File: config.mk
export PLATFORM = sky130hd
export DESIGN_NAME = cacheline_adaptor
export DESIGN_NICKNAME = d
export VERILOG_FILES = /design/src/rtl/cacheline_adaptor.sv
export SDC_FILE = /design/constraint.sdc
export NUM_CORES = 1
export LEC_CHECK = 0
export BUFFER_PORTS_ARGS = -buffer_cell sky130_fd_sc_hd__buf_2
export CAP_MARGIN = 20
export CORE_AREA = 2 2 276 278
export CTS_BUF_LIST = sky130_fd_sc_hd__clkbuf_4
export DETAILED_ROUTE_END_ITERATION = 8
export DIE_AREA = 0 0 278 280
export GPL_ROUTABILITY_DRIVEN = 0
export PLACE_DENSITY = 0.62
export RECOVER_POWER = 25
export SLEW_MARGIN = 20
export SYNTH_ARGS = -nofsm -noshare
export SYNTH_HDL_FRONTEND = slang
export SYNTH_SLANG_ARGS = --single-unit
File: constraint.sdc
create_clock -name clk -period 37.7 [get_ports clk]
set_clock_uncertainty 0.2 [all_clocks]
set_input_delay 1.885 -clock clk [delete_from_list [all_inputs] [get_ports clk]]
set_output_delay 1.885 -clock clk [all_outputs]
set_load 0.05 [all_outputs]
File: src/rtl/cacheline_adaptor.sv
// cacheline_adaptor: bridges one cacheline transfer from the cache to a multi-beat burst on the
// physical memory port, assembling read beats into a line and slicing a write line into beats.
module cacheline_adaptor #(
    parameter int s_line  = 256,
    parameter int s_burst = 64,
    parameter int s_addr  = 32
) (
    input  logic              clk,
    input  logic              rst,
    input  logic [s_line-1:0] line_i,
    output logic [s_line-1:0] line_o,
    input  logic [s_addr-1:0] address_i,
    input  logic              read_i,
    input  logic              write_i,
    output logic              resp_o,
    input  logic [s_burst-1:0] burst_i,
    output logic [s_burst-1:0] burst_o,
    output logic [s_addr-1:0] address_o,
    output logic              read_o,
    output logic              write_o,
    input  logic              resp_i
);
    localparam int num_beats = s_line / s_burst;
    localparam int cnt_w     = $clog2(num_beats);
    localparam int off_w     = $clog2(s_line / 8);

    typedef enum logic [1:0] {IDLE, RD_BURST, WR_BURST, DONE} state_t;

    state_t             r_state;
    logic [cnt_w-1:0]   r_cnt;
    logic [s_line-1:0]  r_line;
    logic [s_line-1:0]  r_wline;
    logic [s_addr-1:0]  r_addr;
    logic               r_read;
    logic               r_write;
    logic               r_resp;
    logic               w_last;
    logic               w_addr_unused;

    // The byte offset within a line never reaches memory; bursts are always line-aligned.
    assign w_addr_unused = ^address_i[off_w-1:0];
    assign w_last        = resp_i && (r_cnt == cnt_w'(num_beats - 1));

    assign line_o    = r_line;
    assign address_o = r_addr;
    assign read_o    = r_read;
    assign write_o   = r_write;
    assign resp_o    = r_resp;
    assign burst_o   = (r_state == WR_BURST) ? r_wline[s_burst*r_cnt +: s_burst] : '0;

    always_ff @(posedge clk or posedge rst) begin
        if (rst) begin
            r_state <= IDLE;
            r_cnt   <= '0;
            r_line  <= '0;
            r_wline <= '0;
            r_addr  <= '0;
            r_read  <= 1'b0;
            r_write <= 1'b0;
            r_resp  <= 1'b0;
        end else begin
            case (r_state)
                IDLE: begin
                    r_resp <= 1'b0;
                    if (write_i || read_i) begin
                        r_addr  <= {address_i[s_addr-1:off_w], off_w'(0)};
                        r_cnt   <= '0;
                        r_state <= write_i ? WR_BURST : RD_BURST;
                        r_write <= write_i;
                        r_read  <= !write_i;
                        if (write_i) r_wline <= line_i;
                    end
                end
                RD_BURST: if (resp_i) begin
                    r_line[s_burst*r_cnt +: s_burst] <= burst_i;
                    r_cnt <= r_cnt + 1'b1;
                    if (w_last) begin
                        r_read  <= 1'b0;
                        r_resp  <= 1'b1;
                        r_state <= DONE;
                    end
                end
                WR_BURST: if (resp_i) begin
                    r_cnt <= r_cnt + 1'b1;
                    if (w_last) begin
                        r_write <= 1'b0;
                        r_resp  <= 1'b1;
                        r_state <= DONE;
                    end
                end
                DONE: begin
                    r_resp  <= 1'b0;
                    r_state <= IDLE;
                end
                default: r_state <= IDLE;
            endcase
        end
    end
endmodule

==> summary.txt <==
Clock tree
  • Total CTS buffers: 149
  • Clk_lat worst skew: 0.90 ns
  • Clock root buffer: clkbuf_4
  • Hold-fix buffers at CTS: 0
  • Clock Sinks: 546
  • Post CTS Setup Buffer Count: 0
  • Post-CTS Resized: 0
  • CTS Buffer Depth: 3
  • H-tree depth: 4
  • CTS tree: built
  • Clk slew on worst S/H paths: 0.06 ns

Logic synthesis
  • #FFs+latches synth: 546
  • Syn Area/Cell: 15.9 um2
  • Post-Syn Area: 0.0220 mm2
  • Sequential area share after synthesis: 62.0%
  • Ys async rst share: 100%
  • Synth top area share: 62.0%
  • Synth Instances: 1387
  • Post-synth EDFFs: 0
  • Primary FF master, synth: dfrtp_1
  • Synth warnings: 0
  • Synth unique cells: 33
  • Top post-synthesis cells by area: dfrtp_1 (62%), mux2_2 (15%), a22o_1 (10%)
  • Area leader, netlist: dfrtp_1

Floorplan
  • Die Ht: 280 um
  • Num ports: 712
  • Core Footprint: 0.0752 mm2
  • Die Wd: 278 um
  • Initial Utilization: 29.3%
  • Full die area: 0.0778 mm2
  • Row cnt: 101

Global route
  • First-pass GRT wire length: 102000 um
  • Total grt overflow: 0
  • Initial antenna violation count: 29
  • Gr usage total: 17.0%
  • Pin count of the biggest net entering global routing: 164
  • Vias in the first global route: 17100

Timing
  • Slew Limit Fails: 510
  • Period minus WS final: 13.77 ns
  • TNS Setup: 0 ns
  • Setup ws final: 23.93 ns
  • RSZ-0062 raised after global routing: false
  • Setup-failing EPs final: 0
  • Hold Violations, Final: 0
  • Slew HR: -482%
  • WHS: 0.297 ns
  • Worst-Margin Slew: 8.72 ns
  • Post-route clock period utilization: 36.5%
  • Fmax achieved: 0.0726 GHz

Drt
  • Via-per-instance ratio: 4.84
  • Routed len/inst: 20.8 um
  • DRC Markers: 0
  • Drt total wl: 67700 um
  • Drt pass-1 iters: 5
  • Detail Route Antenna Nets: 0
  • Vias: 15700
  • Starting DRC count in detailed routing: 749

Power
  • Pleak: 14.3 nW
  • Worst vdd ir: 0.0459 mV
  • Pwr/cell area: 87.0 mW/mm2

Setup path
  • Worst path top cell family by delay: buffers and inverters
  • CP Launch Type: input port
  • Slowest stage cell, crit path: clkbuf_1
  • Buffers and inverters on the worst path: 3
  • Path type of the worst setup path: in -> async
  • Worst-path fanout max: 163
  • Max stage delay on crit path: 6.17 ns
  • Cells along the critical path: buf_2 > clkinvlp_2 > clkbuf_1
  • Crit. End Element: async pin
  • R2r worst-path depth: 6
  • Critical Path Stages: 3
  • Critical Path RT: 35.01 ns
  • Arrival time worst endpoint: 11.09 ns

Run
  • Max-Cap Viols: 7

Finish
  • Nets: 2520
  • Commonest non-fill, non-tap cell in the layout: buf_2
  • Layout cells sized above 1: 57.9%
  • Commonest cells after routing, fill and taps aside: buf_2 (700), dfrtp_1 (545), mux2_2 (284)
  • Area delta synth->final: 28.1%

Outcome
  • Outcome: finished, violations left
  • Failing checks: max-capacitance violations, max-slew violations

Place
  • Number of port buffers: 701
  • Dpl hpwl: 45600 um
  • Pre-CTS setup slack: 32.20 ns

Hold path
  • Hold Path Depth: 1
  • Hold Crit Class: reg -> reg
-- sequential cells by signal (all words and copies together) (netlist names) --
register,flops
line_o,256
r_wline,256
address_o,27
r_cnt,2
r_state,2
read_o,1
resp_o,1
write_o,1
-- kinds of logic after synthesis --
| logic type | count (synthesis) | share of synthesized area (%) |
|---|---|---|
| flip-flops | 546 | 62.0 |
| multiplexers | 351 | 21.2 |
| AO/OA/AOI/OAI | 269 | 10.5 |
| buffers and inverters | 120 | 3.07 |
| AND/OR/NAND/NOR | 91 | 2.69 |
| adder cells (fa/ha/maj) | 9 | 0.511 |
| other | 1 | 0.0170 |
-- stage by stage --
| stage | utilization (%) | instance area [um2] | total power (W) | std cells |
|---|---|---|---|---|
| 2_1_floorplan | - | 22100 | 0.00169 | 1391 |
| 3_3_place_gp | 35.1 | 26400 | 0.00192 | 2980 |
| 3_5_place_dp | 35.1 | 26400 | 0.00195 | 2980 |
| 4_1_cts | 37.5 | 28200 | 0.00249 | 3234 |
| 5_1_grt | 37.5 | 28200 | 0.00260 | 3248 |
| 6_report | 37.6 | 28200 | 0.00246 | 3252 |
-- Yosys cell counts (5+ instances only) --
| cell type | n |
|---|---|
| ha_1 | 9 |
| mux4_2 | 64 |
| clkbuf_1 | 35 |
| buf_4 | 13 |
| and2_1 | 64 |
| nor2_1 | 5 |
| mux2_2 | 284 |
| dfrtp_1 | 546 |
| a22o_1 | 256 |
| buf_6 | 16 |
| buf_2 | 46 |
| nand2_1 | 6 |
| inv_1 | 8 |
-- power by group --
| group | switching (W) | internal [W] | leakage (nW) |
|---|---|---|---|
| combinational | 0.000619 | 0.000397 | 6.17 |
| sequential | 0.000121 | 0.000800 | 6.98 |
| clock | 0.000252 | 0.000268 | 1.10 |
| total | 0.000992 | 0.00146 | 14.3 |
-- worst paths after layout --
check | slack [ns] | endpoint | start
max | 23.93 | r_cnt[1] | rst
min | 0.30 | line_o[157] | line_o[157]
max reg2reg | 31.71 | line_o[239] | r_cnt[0]
min reg2reg | 0.30 | line_o[157] | line_o[157]
max in group clk | 30.97 | burst_o[33] | r_cnt[0]
min in group asynchronous | 2.31 | r_wline[180] | rst
-- cell type report --
class | instances | area [um2]
flip-flops and latches | 546 | 13700
inverters | 8 | 31.3
clock buffers | 212 | 1590
multi-input cells | 725 | 7750
repair buffers | 724 | 3680
clock inverters | 42 | 253
fillers | 7318 | 47000
diodes | 17 | 42.5
well taps | 978 | 1220
-- layer usage --
| layer | track usage [%] | wire [um] | vias to the layer above |
|---|---|---|---|
| li1 | - | - | 6845 |
| met1 | 18.7 | 25100 | 7965 |
| met2 | 28.6 | 33600 | 742 |
| met3 | 7.25 | 6530 | 152 |
| met4 | 7.94 | 2290 | 20 |
| met5 | 0 | 135 | - |
Power figures use the tool's default switching activity.
